==> src/rtl/dsm_decim.sv <==
// Third-order CIC decimator for a ternary delta-sigma bitstream with a buffered, overrun-flagged output.
// Optional build macro DSM_DECIM_ROUND_EN: round half up before the output shift instead of truncating.
module dsm_decim #(
    parameter int LOG2_DECIM = 6
) (
    input  logic        clock,
    input  logic        reset,
    input  logic [1:0]  pwm,
    input  logic        pwm_valid,
    output logic [14:0] dout,
    output logic        out_valid,
    input  logic        out_ready,
    output logic        ovr,
    input  logic        ovr_clr
);

    localparam int W = 3 * LOG2_DECIM + 2;
    localparam int S = 3 * LOG2_DECIM - 14;
    localparam logic [LOG2_DECIM-1:0] CNT_LAST = {LOG2_DECIM{1'b1}};
    localparam logic [LOG2_DECIM-1:0] CNT_ONE  = {{(LOG2_DECIM-1){1'b0}}, 1'b1};
    localparam logic signed [W:0]     SAT_HI   = (W+1)'(16383);
    localparam logic signed [W:0]     SAT_LO   = ~SAT_HI;

    logic [W-1:0]          w_sym;
    logic [W-1:0]          w_int1;
    logic [W-1:0]          w_int2;
    logic [W-1:0]          w_int3;
    logic [W-1:0]          w_c1;
    logic [W-1:0]          w_c2;
    logic [W-1:0]          w_c3;
    logic                  w_tick;
    logic signed [W:0]     w_ext;
    logic signed [W:0]     w_rnd;
    logic signed [W:0]     w_shr;
    logic [14:0]           w_sat;

    logic [W-1:0]          r_int1;
    logic [W-1:0]          r_int2;
    logic [W-1:0]          r_int3;
    logic [LOG2_DECIM-1:0] r_cnt;
    logic [W-1:0]          r_cap;
    logic                  r_capValid;
    logic [W-1:0]          r_dly1;
    logic [W-1:0]          r_dly2;
    logic [W-1:0]          r_dly3;
    logic [W-1:0]          r_comb;
    logic                  r_combValid;
    logic [14:0]           r_dout;
    logic                  r_outValid;
    logic                  r_ovr;

    // Code 2'b11 is illegal on the modulator side and contributes nothing.
    always_comb begin
        w_sym = '0;
        case (pwm)
            2'b10:   w_sym = {{(W-1){1'b0}}, 1'b1};
            2'b00:   w_sym = '1;
            default: w_sym = '0;
        endcase
    end

    assign w_int1 = r_int1 + w_sym;
    assign w_int2 = r_int2 + w_int1;
    assign w_int3 = r_int3 + w_int2;
    assign w_tick = pwm_valid && (r_cnt == CNT_LAST);

    always_ff @(posedge clock or negedge reset) begin
        if (!reset) begin
            r_int1     <= '0;
            r_int2     <= '0;
            r_int3     <= '0;
            r_cnt      <= '0;
            r_cap      <= '0;
            r_capValid <= 1'b0;
        end else begin
            r_capValid <= w_tick;
            if (pwm_valid) begin
                r_int1 <= w_int1;
                r_int2 <= w_int2;
                r_int3 <= w_int3;
                r_cnt  <= r_cnt + CNT_ONE;
            end
            if (w_tick) begin
                r_cap <= w_int3;
            end
        end
    end

    // All three comb sections resolve in one clock; their delay lines only move on a captured frame.
    assign w_c1 = r_cap - r_dly1;
    assign w_c2 = w_c1 - r_dly2;
    assign w_c3 = w_c2 - r_dly3;

    always_ff @(posedge clock or negedge reset) begin
        if (!reset) begin
            r_dly1      <= '0;
            r_dly2      <= '0;
            r_dly3      <= '0;
            r_comb      <= '0;
            r_combValid <= 1'b0;
        end else begin
            r_combValid <= r_capValid;
            if (r_capValid) begin
                r_dly1 <= r_cap;
                r_dly2 <= w_c1;
                r_dly3 <= w_c2;
                r_comb <= w_c3;
            end
        end
    end

    assign w_ext = $signed({r_comb[W-1], r_comb});

`ifdef DSM_DECIM_ROUND_EN
    localparam logic signed [W:0] RND_HALF = (W+1)'(2 ** (S - 1));
    assign w_rnd = w_ext + RND_HALF;
`else
    assign w_rnd = w_ext;
`endif

    assign w_shr = w_rnd >>> S;

    always_comb begin
        w_sat = w_shr[14:0];
        if (w_shr > SAT_HI) begin
            w_sat = 15'h3FFF;
        end else if (w_shr < SAT_LO) begin
            w_sat = 15'h4000;
        end
    end

    // A load always wins over a consume; overrun only when the old sample was never taken.
    always_ff @(posedge clock or negedge reset) begin
        if (!reset) begin
            r_dout     <= '0;
            r_outValid <= 1'b0;
            r_ovr      <= 1'b0;
        end else begin
            if (r_combValid) begin
                r_dout     <= w_sat;
                r_outValid <= 1'b1;
            end else if (r_outValid && out_ready) begin
                r_outValid <= 1'b0;
            end
            if (r_combValid && r_outValid && !out_ready) begin
                r_ovr <= 1'b1;
            end else if (ovr_clr) begin
                r_ovr <= 1'b0;
            end
        end
    end

    assign dout      = r_dout;
    assign out_valid = r_outValid;
    assign ovr       = r_ovr;

endmodule

==> config.mk <==
export PLATFORM = sky130hd
export DESIGN_NAME = dsm_decim
export DESIGN_NICKNAME = d
export VERILOG_FILES = /design/src/rtl/dsm_decim.sv
export SDC_FILE = /design/constraint.sdc
export NUM_CORES = 1
export LEC_CHECK = 0
export CAP_MARGIN = 20
export CORE_MARGIN = 2
export CORE_UTILIZATION = 65
export DETAILED_ROUTE_END_ITERATION = 10
export HOLD_SLACK_MARGIN = 0.15
export PLACE_DENSITY_LB_ADDON = 0.3
export SYNTH_ARGS = -nofsm -noshare
export SYNTH_HDL_FRONTEND = slang
export SYNTH_SLANG_ARGS = --single-unit
==> constraint.sdc <==
create_clock -name clock -period 11.6 [get_ports clock]
set_input_delay 2.9 -clock clock [delete_from_list [all_inputs] [get_ports clock]]
set_output_delay 2.9 -clock clock [all_outputs]
set_load 0.1 [all_outputs]
==> tab_implementation.tex <==
\begin{tabular}{lr}
\hline
Metric & Value \\
\hline
\multicolumn{2}{l}{\textbf{Final layout}} \\
Nets & between 1000 and 1500 \\
Number of filler cells placed in the layout & 1291 \\
Synthesis-to-layout area growth & 8.65\% \\
Share of cells above drive strength 1 & 12.4\% \\
Antenna diode instance count & 0 \\
\multicolumn{2}{l}{\textbf{STA}} \\
Post-Route Setup TNS & 0 ns \\
Number of setup violations in the final report & 0 \\
Final Hold Fails & 0 \\
Final worst path period share & roughly 78\% \\
Slew Limit Headroom & 35.1\% \\
Max-slew violation count & 0 \\
Maximum clock frequency & $\sim$110 MHz \\
RSZ-0062 raised after global routing & false \\
Final worst path period need & about 9.1 ns \\
Final clock skew & roughly 0.010 ns \\
Transition time of the tightest slew-check pin & just under 1 ns \\
\multicolumn{2}{l}{\textbf{GRT}} \\
Total gr overflow & 0 \\
Largest net degree at the start of global routing & roughly 100 \\
Number of global-route vias before repair & about 8100 \\
Total track usage & 23.0\% \\
Wire length of the first global-routing pass & 35200 um \\
Number of antenna violations at the first check in global routing & 0 \\
\multicolumn{2}{l}{\textbf{Synthesis}} \\
Avg Inst Size Synth & about 9.8 um\^{}2 \\
Async S/R FF share, synth & 100\% \\
Library cells used by synthesis & 66 \\
Post-synthesis cell count & 1179 \\
Share of synthesized area occupied by flip-flops and latches & between 30\% and 40\% \\
Synthesized net count & roughly 1300 \\
Number of flops mapped to enable cells by yosys & 0 \\
Most used flip-flop cell after synthesis & dfrtp\_1 \\
Number of synthesized register bits & $\sim$180 \\
Mapped Area & between 10000 and 15000 um\^{}2 \\
YS warnings & 0 \\
\multicolumn{2}{l}{\textbf{Floorplanning}} \\
Area of the core & 17400 um\^{}2 \\
Placement row count & 48 \\
Chip Width & roughly 140 um \\
Effective utilization at floorplan & between 60\% and 70\% \\
Die Footprint & approximately 19000 um\^{}2 \\
I/O pin count & 24 \\
Die height & about 140 um \\
\multicolumn{2}{l}{\textbf{Worst setup path}} \\
Critical Path AT & between 9 and 10 ns \\
Library cell contributing the largest single delay on the critical path & o41ai\_1 \\
Kind of start point of the critical path & input port \\
Max FO, Critical Path & 19 \\
Crit Path Class & input port to flop \\
Critical path's most frequent cell & a21oi\_1 \\
Crit-path leading delay family & compound AO/OA/AOI/OAI gates \\
Sort of element at the end of the critical path & flop \\
CP required & about 12 ns \\
Critical Path Max Stage Delay & around 0.61 ns \\
Buffering stage count on the worst path with inverters included & 1 \\
\multicolumn{2}{l}{\textbf{CTS}} \\
Hold-fix buffer count after cts & 0 \\
Clock tree from TritonCTS & done \\
Clock latency of the later-clocked register in the worst-skew pair & between 0.4 and 0.5 ns \\
Buffers inserted by post-CTS timing repair & 0 \\
Clock H-tree levels & 4 \\
Bufs on Longest Clock Path & 2 \\
Number of buffers inserted during clock tree synthesis & 17 \\
Root Buffer Master & clkbuf\_16 \\
Clock transition at the registers of the reported paths & roughly 0.07 ns \\
PostCTS Resize Cnt & 0 \\
TritonCTS sink count & 181 \\
\multicolumn{2}{l}{\textbf{Routing}} \\
Final ANT Viol Nets & 0 \\
Average via count per standard cell & between 5 and 6 \\
Mean routed wirelength per cell & 14.2 um \\
Wire length after detailed routing & just over 20000 um \\
Vias after detailed routing & slightly above 8000 \\
DR DRC count & 0 \\
DR pass1 iterations & 5 \\
DRC violation total after the first TritonRoute iteration & between 400 and 500 \\
\multicolumn{2}{l}{\textbf{Min path}} \\
Class of the worst hold path & flop to flop \\
\multicolumn{2}{l}{\textbf{Outcome}} \\
Outcome & finished clean \\
\multicolumn{2}{l}{\textbf{Place}} \\
HPWL after detailed placement & about 14000 um \\
Final weighted congestion of routability-driven global placement & 0.901 \\
Count of port buffers added during placement & 23 \\
\multicolumn{2}{l}{\textbf{Job}} \\
Max\_cap viols & 0 \\
\hline
\end{tabular}
## worst register-to-register path, stage by stage (launching register included)
cell       delay (ns)
dfrtp_1          0.38
inv_1            0.08
ha_1             0.16
inv_1            0.05
fa_1             0.39
a21o_1           0.17
a21o_1           0.20
and2_1           0.16
o21a_1           0.17
nor2_1           0.11
xnor2_1          0.17
ha_1             0.35
a2111oi_0        0.52
a21oi_1          0.26
a211oi_1         0.37
o21bai_1         0.15
xor2_1           0.17
ha_1             0.34
a21o_1           0.22
nand3b_1         0.17
nor3_1           0.38
o21ai_0          0.25
a31o_2           0.30
a21oi_1          0.17
xnor2_1          0.15
xnor2_1          0.13
a21oi_1          0.08
## Yosys cell counts (11+ instances only)
| cell type | count | area [um^2] |
|---|---|---|
| maj3_1 | 14 | 140 |
| ha_1 | 101 | 1260 |
| clkbuf_1 | 32 | 120 |
| nand2b_1 | 11 | 68.8 |
| nor2b_1 | 16 | 100 |
| nand2_1 | 96 | 360 |
| a21o_1 | 20 | 150 |
| nand3_1 | 14 | 70.1 |
| o21ai_0 | 87 | 435 |
| nor3_1 | 23 | 115 |
| xnor2_1 | 86 | 753 |
| a21oi_1 | 72 | 360 |
| nor2_1 | 77 | 289 |
| xor2_1 | 32 | 280 |
| inv_1 | 78 | 293 |
| dfrtp_1 | 181 | 4530 |
| mux2_2 | 99 | 1110 |
| o21a_1 | 16 | 120 |
## cell families (layout without fill, tap and decap cells)
family	Yosys count	after routing	synth area share, %
xor gates and xnor gates	119	119	9.13
buffers and inverters	116	138	3.77
adders and majority gates	119	119	12.8
AOI/OAI and AO/OA	265	265	14.1
and+or+nand+nor	276	276	11.0
DFF	181	181	39.2
muxes	103	103	9.99
## cell type report
| class | count | area [um^2] | area share, % |
|---|---|---|---|
| clock buffer | 18 | 439 | 3.50 |
| clock inverter | 14 | 144 | 1.15 |
| inverter | 78 | 293 | 2.33 |
| multi-input combinational | 882 | 6600 | 52.5 |
| sequential | 181 | 4530 | 36.1 |
| tap | 225 | 282 | 2.24 |
| timing repair buffer | 28 | 272 | 2.16 |
## path summary, 6_finish.rpt
| path | startpoint | endpoint | slack, ns | cells past startpoint |
|---|---|---|---|---|
| max | pwm[0] | r_cap[19] | 2.50 | 26 |
| min | r_cnt[5] | r_cnt[5] | 0.48 | 1 |
| max reg2reg | r_cap[0] | r_comb[19] | 5.38 | 26 |
| min reg2reg | r_cnt[5] | r_cnt[5] | 0.48 | 1 |
| max in group asynchronous | reset | r_capValid | 7.43 | 2 |
| min in group asynchronous | reset | dout[0] | 2.53 | 1 |
## per-stage QoR
step	hold WS, ns	cell area, um^2	util (%)	cells	setup WS, ns
after floorplan	0.370	11600	-	1179	3.25
after global placement	0.465	12000	68.9	1392	2.35
after detailed placement	0.468	12000	68.9	1392	2.10
after CTS	0.482	12500	72.3	1424	2.56
after global routing	0.485	12600	72.4	1426	1.82
final	0.483	12600	72.4	1426	2.50
## routing by layer
layer / vias up / GRT usage [%] / routed length [um]
li1: 4140 / - / -
met1: 3897 / 27.5 / 9230
met2: 91 / 41.8 / 10200
met3: 32 / 3.42 / 384
met4: 0 / 8.25 / 371
met5: - / 0 / 0
## flip-flops by register name, indices dropped and copies added, names as in the netlist, 15 cells and up
name / flops
dout: 15
r_cap: 20
r_comb: 16
r_dly1: 20
r_dly2: 20
r_dly3: 20
r_int1: 20
r_int2: 20
r_int3: 20
## layout by cell type, fill, tap and decap left out, drive strengths merged, types with 7 or more instances in the layout
| cell | synthesis | routed |
|---|---|---|
| a211oi | 7 | 7 |
| a21o | 20 | 20 |
| a21oi | 72 | 72 |
| buf | 6 | 7 |
| clkbuf | 32 | 18 |
| clkdlybuf4s50 | 0 | 21 |
| dfrtp | 181 | 181 |
| ha | 101 | 101 |
| inv | 78 | 83 |
| maj3 | 14 | 14 |
| mux2 | 99 | 99 |
| nand2 | 96 | 96 |
| nand2b | 11 | 11 |
| nand3 | 14 | 14 |
| nand4 | 7 | 7 |
| nor2 | 77 | 77 |
| nor2b | 16 | 16 |
| nor3 | 23 | 23 |
| o21a | 16 | 16 |
| o21ai | 93 | 93 |
| o21bai | 8 | 8 |
| xnor2 | 86 | 86 |
| xor2 | 32 | 32 |
Power is not shown: default switching activity piles up to over one toggle a cycle in this logic, so the estimate is an artifact.
